## src/rtl/str_route_if.sv

```systemverilog
// Valid/ready stream bundle used for the DMA input and both coprocessor outputs.
interface str_route_if #(
    parameter int W = 64
) ();
    logic [W-1:0] bus;
    logic         val;
    logic         rdy;

    modport master (output bus, output val, input rdy);
    modport slave  (input bus, input val, output rdy);
endinterface

```

## src/rtl/str_route.sv

```systemverilog
// Steers one DMA stream onto the kernel and image inputs by configured word counts.
// Each output carries one registered stage; the FSM selects which one is fed.
module str_route #(
    parameter int                    CFG_DWIDTH   = 32,
    parameter int                    CFG_AWIDTH   = 5,
    parameter int                    STR_WIDTH    = 64,
    parameter int                    CNT_WIDTH    = 24,
    parameter logic [CFG_AWIDTH-1:0] CFG_KER_ADDR = 5'd24,
    parameter logic [CFG_AWIDTH-1:0] CFG_IMG_ADDR = 5'd25
) (
    input  logic                  clk,
    input  logic                  rst,
    input  logic [CFG_DWIDTH-1:0] cfg_data,
    input  logic [CFG_AWIDTH-1:0] cfg_addr,
    input  logic                  cfg_valid,
    str_route_if.slave            up,
    str_route_if.master           ker,
    str_route_if.master           img,
    output logic                  ker_done,
    output logic                  img_done,
    output logic                  busy
);

    typedef enum logic [1:0] {IDLE, KER, IMG} state_e;

    state_e                 state_q, state_d;
    logic                   ker_arm_q, ker_arm_d;
    logic                   img_arm_q, img_arm_d;
    logic [CNT_WIDTH-1:0]   ker_cnt_q, ker_cnt_d;
    logic [CNT_WIDTH-1:0]   img_cnt_q, img_cnt_d;
    logic [STR_WIDTH-1:0]   ker_bus_q, ker_bus_d;
    logic [STR_WIDTH-1:0]   img_bus_q, img_bus_d;
    logic                   ker_val_q, ker_val_d;
    logic                   img_val_q, img_val_d;
    logic                   ker_done_q, ker_done_d;
    logic                   img_done_q, img_done_d;

    logic [CNT_WIDTH-1:0]   cfg_cnt;
    logic                   unused_cfg;
    logic                   up_rdy;
    logic                   hs;
    logic                   ker_load, img_load;
    logic                   ker_wr, img_wr;
    logic                   ker_pend, img_pend;

    assign cfg_cnt    = cfg_data[CNT_WIDTH-1:0];
    assign unused_cfg = ^cfg_data[CFG_DWIDTH-1:CNT_WIDTH];

    assign up_rdy = (state_q == KER && (!ker_val_q || ker.rdy)) ||
                    (state_q == IMG && (!img_val_q || img.rdy));
    assign hs       = up.val && up_rdy;
    assign ker_load = hs && state_q == KER;
    assign img_load = hs && state_q == IMG;

    assign ker_wr = cfg_valid && cfg_addr == CFG_KER_ADDR &&
                    cfg_cnt != '0 && !ker_arm_q && state_q != KER;
    assign img_wr = cfg_valid && cfg_addr == CFG_IMG_ADDR &&
                    cfg_cnt != '0 && !img_arm_q && state_q != IMG;

    // A write landing this cycle is seen by the transition taken at the same edge
    assign ker_pend = ker_arm_q || ker_wr;
    assign img_pend = img_arm_q || img_wr;

    always_comb begin
        state_d    = state_q;
        ker_arm_d  = ker_arm_q;
        img_arm_d  = img_arm_q;
        ker_cnt_d  = ker_cnt_q;
        img_cnt_d  = img_cnt_q;
        ker_done_d = 1'b0;
        img_done_d = 1'b0;

        if (ker_wr) begin
            ker_cnt_d = cfg_cnt;
            ker_arm_d = 1'b1;
        end
        if (img_wr) begin
            img_cnt_d = cfg_cnt;
            img_arm_d = 1'b1;
        end

        unique case (state_q)
            IDLE: begin
                if (ker_pend) begin
                    state_d   = KER;
                    ker_arm_d = 1'b0;
                end else if (img_pend) begin
                    state_d   = IMG;
                    img_arm_d = 1'b0;
                end
            end
            KER: begin
                if (ker_load) begin
                    ker_cnt_d = ker_cnt_q - CNT_WIDTH'(1);
                    if (ker_cnt_q == CNT_WIDTH'(1)) begin
                        ker_done_d = 1'b1;
                        if (img_pend) begin
                            state_d   = IMG;
                            img_arm_d = 1'b0;
                        end else begin
                            state_d = IDLE;
                        end
                    end
                end
            end
            IMG: begin
                if (img_load) begin
                    img_cnt_d = img_cnt_q - CNT_WIDTH'(1);
                    if (img_cnt_q == CNT_WIDTH'(1)) begin
                        img_done_d = 1'b1;
                        if (ker_pend) begin
                            state_d   = KER;
                            ker_arm_d = 1'b0;
                        end else begin
                            state_d = IDLE;
                        end
                    end
                end
            end
            default: state_d = IDLE;
        endcase
    end

    // Output stages drain on their own ready regardless of the FSM state
    always_comb begin
        ker_bus_d = ker_bus_q;
        ker_val_d = ker_val_q;
        img_bus_d = img_bus_q;
        img_val_d = img_val_q;
        if (ker_load) begin
            ker_bus_d = up.bus;
            ker_val_d = 1'b1;
        end else if (ker.rdy) begin
            ker_val_d = 1'b0;
        end
        if (img_load) begin
            img_bus_d = up.bus;
            img_val_d = 1'b1;
        end else if (img.rdy) begin
            img_val_d = 1'b0;
        end
    end

    always_ff @(posedge clk or negedge rst) begin
        if (!rst) begin
            state_q    <= IDLE;
            ker_arm_q  <= 1'b0;
            img_arm_q  <= 1'b0;
            ker_cnt_q  <= '0;
            img_cnt_q  <= '0;
            ker_bus_q  <= '0;
            img_bus_q  <= '0;
            ker_val_q  <= 1'b0;
            img_val_q  <= 1'b0;
            ker_done_q <= 1'b0;
            img_done_q <= 1'b0;
        end else begin
            state_q    <= state_d;
            ker_arm_q  <= ker_arm_d;
            img_arm_q  <= img_arm_d;
            ker_cnt_q  <= ker_cnt_d;
            img_cnt_q  <= img_cnt_d;
            ker_bus_q  <= ker_bus_d;
            img_bus_q  <= img_bus_d;
            ker_val_q  <= ker_val_d;
            img_val_q  <= img_val_d;
            ker_done_q <= ker_done_d;
            img_done_q <= img_done_d;
        end
    end

    assign up.rdy   = up_rdy;
    assign ker.bus  = ker_bus_q;
    assign ker.val  = ker_val_q;
    assign img.bus  = img_bus_q;
    assign img.val  = img_val_q;
    assign ker_done = ker_done_q;
    assign img_done = img_done_q;
    assign busy     = state_q != IDLE || ker_arm_q || img_arm_q;

endmodule

```

## src/flat_wrapper.sv

```systemverilog
// flat-port wrapper written by rule: the top's interface ports become plain ports
module str_route_flat 
#(
    parameter int                    CFG_DWIDTH   = 32,
    parameter int                    CFG_AWIDTH   = 5,
    parameter int                    STR_WIDTH    = 64,
    parameter int                    CNT_WIDTH    = 24,
    parameter logic [CFG_AWIDTH-1:0] CFG_KER_ADDR = 5'd24,
    parameter logic [CFG_AWIDTH-1:0] CFG_IMG_ADDR = 5'd25
)
  (clk, rst, cfg_data, cfg_addr, cfg_valid, ker_done, img_done, busy, up_bus, up_val, up_rdy, ker_bus, ker_val, ker_rdy, img_bus, img_val, img_rdy);
  str_route_if up_i ();
  str_route_if ker_i ();
  str_route_if img_i ();
  input  logic clk;
  input  logic rst;
  input  logic [CFG_DWIDTH-1:0] cfg_data;
  input  logic [CFG_AWIDTH-1:0] cfg_addr;
  input  logic cfg_valid;
  output logic ker_done;
  output logic img_done;
  output logic busy;
  input wire logic [$bits(up_i.bus)-1:0] up_bus;
  input wire logic [$bits(up_i.val)-1:0] up_val;
  output wire logic [$bits(up_i.rdy)-1:0] up_rdy;
  output wire logic [$bits(ker_i.bus)-1:0] ker_bus;
  output wire logic [$bits(ker_i.val)-1:0] ker_val;
  input wire logic [$bits(ker_i.rdy)-1:0] ker_rdy;
  output wire logic [$bits(img_i.bus)-1:0] img_bus;
  output wire logic [$bits(img_i.val)-1:0] img_val;
  input wire logic [$bits(img_i.rdy)-1:0] img_rdy;
  assign up_i.bus = up_bus;
  assign up_i.val = up_val;
  assign up_rdy = up_i.rdy;
  assign ker_bus = ker_i.bus;
  assign ker_val = ker_i.val;
  assign ker_i.rdy = ker_rdy;
  assign img_bus = img_i.bus;
  assign img_val = img_i.val;
  assign img_i.rdy = img_rdy;
  str_route #(.CFG_DWIDTH(CFG_DWIDTH), .CFG_AWIDTH(CFG_AWIDTH), .STR_WIDTH(STR_WIDTH), .CNT_WIDTH(CNT_WIDTH), .CFG_KER_ADDR(CFG_KER_ADDR), .CFG_IMG_ADDR(CFG_IMG_ADDR)) u_core (.clk(clk), .rst(rst), .cfg_data(cfg_data), .cfg_addr(cfg_addr), .cfg_valid(cfg_valid), .up(up_i), .ker(ker_i), .img(img_i), .ker_done(ker_done), .img_done(img_done), .busy(busy));
endmodule
```

## config.mk

```make
export PLATFORM = sky130hd
export DESIGN_NAME = str_route_flat
export DESIGN_NICKNAME = d
export VERILOG_FILES = /design/src/rtl/str_route_if.sv /design/src/rtl/str_route.sv /design/src/flat_wrapper.sv
export SDC_FILE = /design/constraint.sdc
export NUM_CORES = 1
export LEC_CHECK = 0
export BUFFER_PORTS_ARGS = -buffer_cell sky130_fd_sc_hd__buf_2
export CAP_MARGIN = 10
export CORE_ASPECT_RATIO = 0.8
export CORE_MARGIN = 2
export CORE_UTILIZATION = 30
export DETAILED_ROUTE_END_ITERATION = 8
export PLACE_DENSITY = 0.51
export SLEW_MARGIN = 10
export SYNTH_ARGS = -nofsm -noshare
export SYNTH_HDL_FRONTEND = slang
export SYNTH_SLANG_ARGS = --single-unit
```

## constraint.sdc

```tcl
create_clock -name clk -period 2.7 [get_ports clk]
set_input_delay 0.135 -clock clk [delete_from_list [all_inputs] [get_ports clk]]
set_output_delay 0.135 -clock clk [all_outputs]
set_load 0.005 [all_outputs]
```

## Word-level counts from Yosys, hierarchy flattened

Index checks and enable logic that the tools add are counted.

- Multiplexer cells: 36
- Add/sub/neg operators: 2
- Reduce and logical (&&, ||, !) cells: 30
- Equal/unequal tests: 13

Operators by type and width:

| cell | number |
|---|---|
| two-way mux 24 bit | 6 |
| equality test 24 x 1 -> 1 bit, second input constant | 2 |
| subtractor 24 x 1 -> 24 bit, second input constant | 2 |
| nonzero test 24 bit | 1 |
| two-way mux 1 bit | 20 |
| two-way mux 2 bit | 7 |
| logical AND 1 bit | 13 |
| equality test 5 bit, second input constant | 2 |
| logical OR 1 bit | 7 |
| != test 2 x 1 -> 1 bit, second input constant | 3 |
| != test 2 bit, second input constant | 3 |
| one-hot mux 2 bit (3 select lines) | 1 |
| nonzero test 2 bit | 3 |
| AND reduction 5 bit | 1 |
| zero test 1 bit | 4 |
| one-hot mux 1 bit (2 select lines) | 2 |
| != test 3 x 1 -> 1 bit, second input constant | 1 |
| equality test 2 x 1 -> 1 bit, second input constant | 1 |
| equality test 2 bit, second input constant | 1 |
| zero test 2 bit | 1 |

- Bits of input ports: 107
- Output and inout bits: 134
- Flip-flop bits (word level): 184

## Depth between registers and ports, before layout

Gate-level depths: netlist of the first run.

- Depth after elaboration: 10
- Gate-level depth with buffers: 8
- Mapped depth without buffers: 8

## Least setup slack after synthesis of the first run

Ideal clock, no wire load.

- Kind: reg2reg
- Start: reg u_core.ker_cnt_q[10]
- End: reg u_core.ker_cnt_q[22]
- Library setup time: 0.126 ns
- Setup slack: 0.467 ns
- Period minus slack after synthesis: 2.233 ns
- Buffers on the path: 0
- Arrival time: 2.107 ns
- Cell stages (with the launch flop): 7
- Cells stage by stage: dfrtp_1 -> or4_4 -> nor3b_4 -> nand2_2 -> or3_1 -> mux2_4 -> a221o_1

- Word-level cells in the longest chain between the ends: 3

Ends and longest elaborated chain:

| what | line | source |
|---|---|---|
| start: declaration | str_route.sv:29 | `logic [CNT_WIDTH-1:0] ker_cnt_q, ker_cnt_d;` |
| start signal: assignment | str_route.sv:161 | `ker_cnt_q <= ker_cnt_d;` |
| subtractor 24 x 1 -> 24 bit | str_route.sv:94 | `ker_cnt_d = ker_cnt_q - CNT_WIDTH'(1);` |
| two-way mux 24 bit | str_route.sv:93 | `if (ker_load) begin` |
| two-way mux 24 bit | str_route.sv:82 | `unique case (state_q)` |
| net u_core.ker_cnt_d[22] | str_route.sv:29 |  |

The timed path passes the listed nets, and every way through them passes these cells.
A chain may end at the register's enable or synchronous reset.

## Final worst setup path of the first run

- Start: in cfg_data[1]
- End: reg u_core.ker_cnt_q[13]

- Word-level cells in the longest chain between the ends: 7

Ends and longest elaborated chain:

| what | line | source |
|---|---|---|
| start: declaration | flat_wrapper.sv:17 | `input logic [CFG_DWIDTH-1:0] cfg_data;` |
| nonzero test 24 bit * | str_route.sv:56 | `cfg_cnt != '0 && !ker_arm_q && state_q != KER;` |
| logical AND 1 bit * | str_route.sv:55 | `assign ker_wr = cfg_valid && cfg_addr == CFG_KER_ADDR &&` |
| logical AND 1 bit * (2 in series) | str_route.sv:56 |  |
| two-way mux 24 bit * | str_route.sv:73 | `if (ker_wr) begin` |
| two-way mux 24 bit | str_route.sv:93 |  |
| two-way mux 24 bit * | str_route.sv:82 |  |
| net u_core.ker_cnt_d[13] | str_route.sv:29 |  |

The timed path passes the listed nets; every way through them passes the cells marked *.

==> reports/metrics.cfg, run 1 <==
[floorplanning]
initial_core_util_pct = 30.6
placementRows = 53
die_w_um = 187
io-pin-count = 241
core_area_um2 = 26300
fp.dieArea_um2 = 28200
die_y_um = 151

[layout]
num_antenna_cells = 0
synthToLayoutAreaGrowth_pct = 38.4
drive_above_1_share_pct = 25.0
num-nets-final = 1356
most-common-layout-cells = nand2_1 (416), buf_2 (231), dfrtp_1 (184)
layout.cells.most_common = nand2_1
layout.cell_area.non_filler_um2 = 11200
utilization_pct = 42.4

[sta]
finalWorstPathRequiredPeriod_ns = 2.40
final.setup_skew_ns = 0.0135
worstMarginPinSlew_ns = 0.749
fmaxAchievable_mhz = 417
final_min_period_over_clock_period_pct = 88.7
timing.final.setup_violations = 0
worst_slew_margin_rel_pct = 49.7
grt_setup_unrepaired = no
timing.final.hold_violations = 0
hold_slack_ns = 0.0314
finalMaxSlewViolations = 0
fin_tns_setup_ns = 0

[clock_network]
clkSinkCount = 184
clk_pin_slew_worst_paths_ns = 0.08
cts_buffers = 17
cts_root_buffer = clkbuf_16
cts-root-to-sink-buffers = 2
cts.repair_timing.setup_buffer_count = 0
htreeDepth = 4
clock_insertion_delay_worst_skew_ns = 0.44
cts_tree = yes

[drt]
detail_route.first_pass.iterations = 5
postRouteAntennaNets = 0
drt-wirelength-per-cell_um = 16.0
route.detailed.drc = 0
initialDrtViolationCount = 424
route.vias.total = 7611
routed_wl_um = 25800
via_per_inst = 4.71

[power]
power.combinational.fraction_pct = 31.4
switching_power_mw = 3.75
fin_total_pwr_mw = 10.4
ir_worst_vdd_mv = 0.501
internal-power_mw = 6.65
p_per_area_nw_per_um2 = 932
p_sw_share_pct = 36.1
pwr-share-seq_pct = 44.7
p_leak_nw = 5.63
p_clk_share_pct = 23.9

[setup_path]
worstPathCellList = dlygate4sd3_1 > buf_2 > nor4_1 > buf_4 > nand4_1 > o21ai_1 > or4_1 > mux2_2 > a221o_1
cpPeakStageDelay_ns = 0.78
worst-endpoint-required_ns = 3.03
critPathMaxFanout = 14
setup.worst_path.class = input port to flip-flop
start_kind = input port
worst_path_max_delay_cell = or4_1
critPathCaptureType = flip-flop
worst-endpoint-arrival_ns = 2.72

[logic_synthesis]
synthesis.area_um2 = 8070
synth_flop_cell = dfrtp_1
synth_instances = 933
total_number_of_yosys_warnings = 0
synth-edff-count = 0
synth_async_sr_flop_share_pct = 100
synthesis.nets = 1044
seq_area_frac_synth_pct = 57.1
synth.distinct_cells = 55
synth.avg_cell_area_um2 = 8.65
ys_seq_elements = 184

[job]
cap_violations = 0

[global_route]
global_route.usage.total_pct = 18.9
gr-total-overflow = 0
grt_start_max_net_pins = 86
grt_pass1_wl_um = 41700
antenna_found_initial = 0
via_count_of_the_first_global_routing_pass = 7514

[outcome]
status = complete, no violations

[worst_hold_path]
worst_hold_path_type = input port to flip-flop

[placement]
io_buffers = 232
globalplace.congestion = 0.843
placed_area_um2 = 9780
place_hpwl_um = 17200

==> cells by family after synthesis <==
logic type,share of synthesized area (%)
and+or+nand+nor,30.4
adders and majority gates,0.620
DFF,57.1
muxes,0.465
AOI/OAI and AO/OA,8.62
buffers and inverters,2.78
==> metal layers <==
metal	global-route usage (%)	vias up	routed length, um
met3	5.97	25	2020
met4	5.44	0	350
li1	-	3726	-
met1	26.4	3622	12400
met2	28.0	238	11000
met5	0	-	0
==> critical path, delay by kind of cell <==
kind,cells,cell delay [ns]
buffers and inverters,3,0.84
AO/OA/AOI/OAI,2,0.40
AND/OR/NAND/NOR,3,0.97
multiplexers,1,0.38
==> registers in the layout (all words and copies together) (netlist names) <==
signal,count
u_core.ker_arm_q,1
u_core.ker.val,1
u_core.ker_cnt_q,24
u_core.img.bus,64
u_core.img_done,1
u_core.img_cnt_q,24
u_core.img.val,1
u_core.img_arm_q,1
u_core.ker.bus,64
u_core.ker_done,1
u_core.state_q,2
==> per-stage QoR <==
step           worst slack, ns  instances
2_1_floorplan            0.467        933
6_report                 0.304       1615
3_5_place_dp             0.322       1502
3_3_place_gp             0.351       1502
5_1_grt                  0.162       1615
4_1_cts                  0.325       1615
==> power groups by stage <==
stage	Combinational, mW	Clock, mW	Sequential (mW)
2_1_floorplan	1.55	0	4.66
3_3_place_gp	3.18	0	4.65
3_5_place_dp	3.24	0	4.65
4_1_cts	3.32	2.58	4.64
5_1_grt	3.74	2.70	4.82
6_report	3.27	2.49	4.65
==> Yosys cell counts, types with 4 or more instances <==
cell | number | area, um2
nor4_1 | 17 | 106
and3_1 | 4 | 25.0
o221a_2 | 7 | 78.8
nand4_1 | 9 | 56.3
ha_1 | 4 | 50.1
a21oi_1 | 25 | 125
a211oi_1 | 9 | 67.6
nand3_1 | 21 | 105
o21ai_0 | 21 | 105
inv_1 | 10 | 37.5
o21a_1 | 4 | 30.0
nor3_1 | 33 | 165
o211ai_1 | 6 | 45.0
nand2_1 | 416 | 1560
or3_1 | 8 | 50.1
clkbuf_1 | 37 | 139
dfrtp_1 | 184 | 4600
nor2_1 | 49 | 184
buf_1 | 7 | 26.3
o21ai_1 | 4 | 20.0
nand2b_1 | 5 | 31.3
==> cell type report <==
class                      count  area (um2)
clock buffer                  17         425
clock inverter                15         144
fill                        2633       15200
inverter                      10        37.5
multi-input combinational    692        3280
sequential                   184        4600
tap                          357         447
timing repair buffer         340        2220
==> final timing paths <==
| check | slack (ns) | startpoint | end | depth (start not counted) |
|---|---|---|---|---|
| max | 0.30 | cfg_data[1] | u_core.ker_cnt_q[13]$_DFF_PN0_ | 9 |
| min | 0.03 | cfg_data[14] | u_core.ker_cnt_q[14]$_DFF_PN0_ | 3 |
| max reg2reg | 0.31 | u_core.ker_cnt_q[0]$_DFF_PN0_ | u_core.ker_cnt_q[22]$_DFF_PN0_ | 7 |
| min reg2reg | 0.47 | u_core.img.bus[44]$_DFFE_PN0P_ | u_core.img.bus[44]$_DFFE_PN0P_ | 2 |
| max in group asynchronous | 1.65 | rst | u_core.ker.bus[12]$_DFFE_PN0P_ | 3 |
| min in group asynchronous | 0.34 | rst | u_core.ker_cnt_q[3]$_DFF_PN0_ | 2 |
==> what timing repair did <==
| item | 4_1_cts | 5_1_grt |
|---|---|---|
| endpoints found under the hold margin | 223 | 0 |
| hold buffers | 81 | 0 |
| resized for setup | 0 | 0 |
| endpoints found under the setup margin | 0 | 0 |
(Power assumes the default switching activity.)
==> run 2: changes to the inputs <==
--- a/config.mk
+++ b/config.mk
@@ -11,7 +11,7 @@
 export CORE_MARGIN = 2
 export CORE_UTILIZATION = 30
 export DETAILED_ROUTE_END_ITERATION = 8
-export PLACE_DENSITY = 0.51
+export PLACE_DENSITY = 0.53
 export SLEW_MARGIN = 10
 export SYNTH_ARGS = -nofsm -noshare
 export SYNTH_HDL_FRONTEND = slang
==> constraint.sdc (replaced) <==
create_clock -name clk -period 2 [get_ports clk]
set_input_delay 0.1 -clock clk [delete_from_list [all_inputs] [get_ports clk]]
set_output_delay 0.1 -clock clk [all_outputs]
set_load 0.005 [all_outputs]
==> run 2 against run 1 <==
Against the previous run: the run now ends with setup timing left; utilization rose by 3.3 points; die area is the same; clock skew grew 0.0056 ns; hold slack worse by 0.0053 ns; non-clock buffer count increased by 91; worst setup slack lost 0.55 ns; first-iteration DRC count down 6.8%; total power grew 41%; via count is 5.2% higher; global-route usage is 0.47 points higher; flip-flop and latch count unchanged.
==> reports/metrics.cfg, run 2 (synthesis results as in run 1) <==
[layout]
num_antenna_cells = 0
filler_cell_count = 2612
synthToLayoutAreaGrowth_pct = 49.0
most-common-layout-cells = nand2_1 (415), buf_2 (231), dfrtp_1 (184)
drive_above_1_share_pct = 33.2
utilization_pct = 45.7
layout.cells.most_common = nand2_1
num-nets-final = 1447

[clock_network]
cts-root-to-sink-buffers = 2
clock_insertion_delay_worst_skew_ns = 0.44
htreeDepth = 4
cts_root_buffer = clkbuf_16
clk_pin_slew_worst_paths_ns = 0.08
cts_buffers = 17
clkSinkCount = 184
cts_tree = yes

[sta]
hold_slack_ns = 0.0261
grt_setup_unrepaired = yes
final_min_period_over_clock_period_pct = 112
worstMarginPinSlew_ns = 0.891
timing.final.hold_violations = 0
worst_setup_margin_ns = -0.242
timing.final.setup_violations = 10
worst_slew_margin_rel_pct = 40.1
final.setup_skew_ns = 0.0191
finalMaxSlewViolations = 0
finalWorstPathRequiredPeriod_ns = 2.24
fmaxAchievable_mhz = 446

[setup_path]
critPathMaxFanout = 3
worst-endpoint-required_ns = 2.31
setup.worst_path.class = flip-flop to flip-flop
worst-endpoint-arrival_ns = 2.56
critPathCaptureType = flip-flop
critPathLaunch = u_core.ker_cnt_q[8]$_DFF_PN0_
ff2ff_path_depth = 5
start_kind = flip-flop
r2r-end = u_core.ker_cnt_q[13]$_DFF_PN0_
r2r-start = u_core.ker_cnt_q[8]$_DFF_PN0_
reg2reg_slack_ns = -0.24

[drt]
initialDrtViolationCount = 395
route.detailed.drc = 0
detail_route.first_pass.iterations = 5
postRouteAntennaNets = 0
drt-wirelength-per-cell_um = 15.8
route.vias.total = 8007
via_per_inst = 4.70
routed_wl_um = 27000

[placement]
io_buffers = 232
place_hpwl_um = 18400
globalplace.congestion = 0.827

[power]
p_per_area_nw_per_um2 = 1220
ir_worst_vdd_mv = 0.611
p_leak_nw = 6.16

[global_route]
global_route.usage.total_pct = 19.3
grt_start_max_net_pins = 59
antenna_found_initial = 0
grt_pass1_wl_um = 42700
via_count_of_the_first_global_routing_pass = 7824
gr-total-overflow = 0

[floorplanning]
initial_core_util_pct = 30.6
core_area_um2 = 26300
io-pin-count = 241
die_w_um = 187
placementRows = 53
die_y_um = 151
fp.dieArea_um2 = 28200

[worst_hold_path]
min_delay_startpoint = cfg_data[23]
worst_hold_path.endpoint = u_core.ker_cnt_q[23]$_DFF_PN0_
whs_path_depth = 4
worst_hold_path_type = input port to flip-flop

[outcome]
violated_checks = setup timing
status = complete, but fails checks

[job]
cap_violations = 0

run 2: worst max-delay path by stage:
stage / endpoint / slack, ns / cells past startpoint
after floorplan: u_core.ker_cnt_q[22]$_DFF_PN0_ / -0.22 / 6
after global placement: u_core.ker_cnt_q[16]$_DFF_PN0_ / -0.28 / 9
after detailed placement: u_core.ker_cnt_q[16]$_DFF_PN0_ / -0.30 / 9
after CTS: u_core.ker_cnt_q[13]$_DFF_PN0_ / -0.23 / 5
after global routing: u_core.ker_cnt_q[13]$_DFF_PN0_ / -0.29 / 6
final: u_core.ker_cnt_q[13]$_DFF_PN0_ / -0.24 / 5
run 2: power breakdown:
group	internal (mW)	switching [mW]	leakage, nW
sequential	5.24	0.946	2.27
clock	1.65	1.63	0.277
combinational	2.52	2.74	3.61
total	9.41	5.31	6.16
run 2: worst max-delay path, cell delays in order (launching register included):
cell	delay (ns)
dfrtp_1	0.38
or4_4	0.57
or2_4	0.25
or3_4	0.37
mux2_4	0.26
a221o_1	0.29
run 2: stage by stage:
stage / power [mW] / cell area [um2] / setup TNS (ns) / instances / setup WS (ns)
global route: 15.9 / 12000 / -3.86 / 1705 / -0.286
finish: 14.7 / 12000 / -1.09 / 1705 / -0.242
detailed placement: 11.3 / 10600 / -3.86 / 1600 / -0.302
global placement: 11.2 / 10600 / -3.62 / 1600 / -0.277
floorplan: 8.40 / 8070 / -0.526 / 933 / -0.224
CTS: 14.8 / 11900 / -3.96 / 1700 / -0.226
run 2: timing repair:
action | in CTS | in global routing
pin swaps | 3 | 9
hold buffers | 66 | 0
setup buffers | 3 | 5
setup endpoints to repair | 48 | 69
hold endpoints to repair | 171 | 0
resized for setup | 13 | 23
run 2: per-layer routing:
metal	vias to the layer above	global-route usage, %	routed length [um]
li1	3906	-	-
met1	3781	27.2	12900
met2	306	29.7	11800
met3	14	5.59	2040
met4	0	3.97	246
met5	-	0	0
run 2: cell type report:
| type | count | area, um2 | share of cell area (%) |
|---|---|---|---|
| clock buffers | 17 | 425 | 3.54 |
| clock inverters | 14 | 134 | 1.11 |
| inverters | 10 | 37.5 | 0.312 |
| multi-input cells | 692 | 3440 | 28.6 |
| flip-flops and latches | 184 | 4600 | 38.3 |
| well taps | 357 | 447 | 3.72 |
| repair buffers | 431 | 2930 | 24.4 |
==> run 3: changes to the inputs <==
--- a/config.mk
+++ b/config.mk
@@ -5,13 +5,13 @@
 export SDC_FILE = /design/constraint.sdc
 export NUM_CORES = 1
 export LEC_CHECK = 0
-export BUFFER_PORTS_ARGS = -buffer_cell sky130_fd_sc_hd__buf_2
 export CAP_MARGIN = 10
 export CORE_ASPECT_RATIO = 0.8
 export CORE_MARGIN = 2
 export CORE_UTILIZATION = 30
 export DETAILED_ROUTE_END_ITERATION = 8
-export PLACE_DENSITY = 0.53
+export DONT_BUFFER_PORTS = 1
+export PLACE_DENSITY = 0.45
 export SLEW_MARGIN = 10
 export SYNTH_ARGS = -nofsm -noshare
 export SYNTH_HDL_FRONTEND = slang
==> run 3 against run 2 <==
Against the previous run: the flow finishes with violations (hold timing, setup timing); worst setup slack worse by 0.050 ns; combinational power fell by 30%; wire length shrank 2.4%; critical path type unchanged; clock power increased by 8.6%; clock skew shrank 0.0063 ns; register-to-register slack worse by 0.05 ns; sequential power increased by 6.6%; fmax is 2.2% lower; first-iteration DRC count grew 0.51%; critical endpoint unchanged.
==> reports/metrics.cfg, run 3 (synthesis results as in run 1) <==
[outcome]
status = complete, but fails checks
violated_checks = hold timing, setup timing

[setup_path]
cpPeakStageDelay_ns = 0.58
worst-endpoint-required_ns = 2.32
ff2ff_path_depth = 5
critPathMaxFanout = 4
critPathCaptureType = flip-flop
start_kind = flip-flop
r2r-start = u_core.ker_cnt_q[10]$_DFF_PN0_
worstPathCellList = or4_4 > or2_4 > or3_4 > mux2_4 > a221o_1
reg2reg_slack_ns = -0.29
worst-endpoint-arrival_ns = 2.61
worst_path_max_delay_cell = or4_4
r2r-end = u_core.ker_cnt_q[13]$_DFF_PN0_
setup.worst_path.class = flip-flop to flip-flop

[clock_network]
clkSinkCount = 184
htreeDepth = 4
cts-root-to-sink-buffers = 2
cts_buffers = 17
clock_insertion_delay_worst_skew_ns = 0.44
cts_tree = yes
cts_root_buffer = clkbuf_16
clk_pin_slew_worst_paths_ns = 0.08

[power]
p_leak_nw = 5.10
pwr-share-seq_pct = 47.7
fin_total_pwr_mw = 13.8
switching_power_mw = 4.95
internal-power_mw = 8.90
p_per_area_nw_per_um2 = 1270
p_clk_share_pct = 25.6
p_sw_share_pct = 35.8
power.combinational.fraction_pct = 26.7
ir_worst_vdd_mv = 0.622

[drt]
routed_wl_um = 26300
via_per_inst = 4.90
detail_route.first_pass.iterations = 5
drt-wirelength-per-cell_um = 18.0
drt-met1-wl_um = 12300
wl_met3_um = 2170
route.detailed.drc = 0
top_layer_used = met4
wl_met2_um = 11400
initialDrtViolationCount = 397
postRouteAntennaNets = 0
route.vias.total = 7159

[global_route]
grt_pass1_wl_um = 40700
antenna_found_initial = 0
via_count_of_the_first_global_routing_pass = 7103
global_route.usage.total_pct = 18.5
gr-total-overflow = 0
grt_start_max_net_pins = 185

[sta]
final.setup_skew_ns = 0.0128
worst_slew_margin_rel_pct = 64.6
fin_tns_setup_ns = -1.98
timing.final.setup_violations = 15
final_min_period_over_clock_period_pct = 115
hold_slack_ns = -0.643
fmaxAchievable_mhz = 436
timing.final.hold_violations = 184
worstMarginPinSlew_ns = 0.527
finalMaxSlewViolations = 0
grt_setup_unrepaired = yes
finalWorstPathRequiredPeriod_ns = 2.29
worst_setup_margin_ns = -0.292

[layout]
filler_cell_count = 2665
layout.cell_area.non_filler_um2 = 10900
drive_above_1_share_pct = 16.9
synthToLayoutAreaGrowth_pct = 35.0
non_filler_instances = 1462
most-common-layout-cells = nand2_1 (415), dfrtp_1 (184), dlygate4sd3_1 (90)
num_antenna_cells = 0
num-nets-final = 1203
layout.cells.most_common = nand2_1

[worst_hold_path]
worst_hold_path_type = input port to asynchronous set/reset pin

[floorplanning]
die_y_um = 151
fp.dieArea_um2 = 28200
placementRows = 53
initial_core_util_pct = 30.6
die_w_um = 187
core_area_um2 = 26300
io-pin-count = 241

[placement]
place_hpwl_um = 16600
globalplace.congestion = 0.801
io_buffers = 0
dp_worst_setup_slack_ns = -0.250
placed_area_um2 = 9090
dpl.cell_count = 1332

[job]
cap_violations = 0

-- run 3: cell types whose count changed in the layout (fill, tap and decap cells not counted), moves of 5 or more --
| cell | delta |
|---|---|
| dlygate4sd3_1 | +24 |
| buf_4 | -37 |
| clkinv_4 | -5 |
| buf_2 | -231 |
| buf_12 | -5 |
-- run 3: critical path, delay by kind of cell, from the launching register on --
family	cells	cell delay [ns]
DFF	1	0.38
and+or+nand+nor	3	1.23
muxes	1	0.26
AOI/OAI and AO/OA	1	0.30
-- run 3: metrics by stage --
stage,hold slack [ns],util [%]
after floorplan,-0.196,-
after global placement,-0.190,34.5
after detailed placement,-0.191,34.5
after CTS,-0.673,40.7
after global routing,-0.678,41.4
final,-0.643,41.4
-- run 3: cell type report --
| type | instances | area [um2] | share of cell area [%] |
|---|---|---|---|
| sequential | 184 | 4600 | 42.3 |
| multi-input combinational | 692 | 3470 | 31.9 |
| timing repair buffer | 187 | 1720 | 15.8 |
| clock buffer | 19 | 453 | 4.16 |
| tap | 357 | 447 | 4.10 |
| clock inverter | 13 | 155 | 1.42 |
| inverter | 10 | 37.5 | 0.345 |
-- run 3: worst max path at each step --
stage	start	to	slack, ns	depth (start not counted)
after global routing	u_core.ker_cnt_q[10]$_DFF_PN0_	u_core.ker_cnt_q[13]$_DFF_PN0_	-0.33	5
after CTS	u_core.ker_cnt_q[8]$_DFF_PN0_	u_core.ker_cnt_q[13]$_DFF_PN0_	-0.26	5
after detailed placement	u_core.ker_cnt_q[8]$_DFF_PN0_	u_core.ker_cnt_q[13]$_DFF_PN0_	-0.25	5
after global placement	u_core.ker_cnt_q[8]$_DFF_PN0_	u_core.state_q[0]$_DFFE_PN0P_	-0.24	8
after floorplan	u_core.ker_cnt_q[8]$_DFF_PN0_	u_core.ker_cnt_q[22]$_DFF_PN0_	-0.22	6
final	u_core.ker_cnt_q[10]$_DFF_PN0_	u_core.ker_cnt_q[13]$_DFF_PN0_	-0.29	5
-- run 3: timing repair --
action                                  in CTS  in global routing
endpoints found under the setup margin      34                 47
resized for setup                           23                 29
pin swaps                                    6                 13
gates cloned                                 0                  1
hold buffers                                89                  1
hold endpoints to repair                   363                185
buffers inserted                             3                  4
-- run 3: metal layers --
metal / vias up / GRT usage (%)
met5: - / 0
met3: 30 / 6.06
li1: 3417 / -
met2: 253 / 27.1
met1: 3459 / 25.8
met4: 0 / 6.03
-- run 3: power groups by stage --
stage / combinational [mW] / sequential, mW / clock [mW]
after floorplan: 2.10 / 6.30 / 0
after global placement: 3.28 / 6.67 / 0
after detailed placement: 3.37 / 6.62 / 0
after CTS: 3.59 / 6.60 / 3.67
after global routing: 4.20 / 6.82 / 3.82
final: 3.70 / 6.60 / 3.55
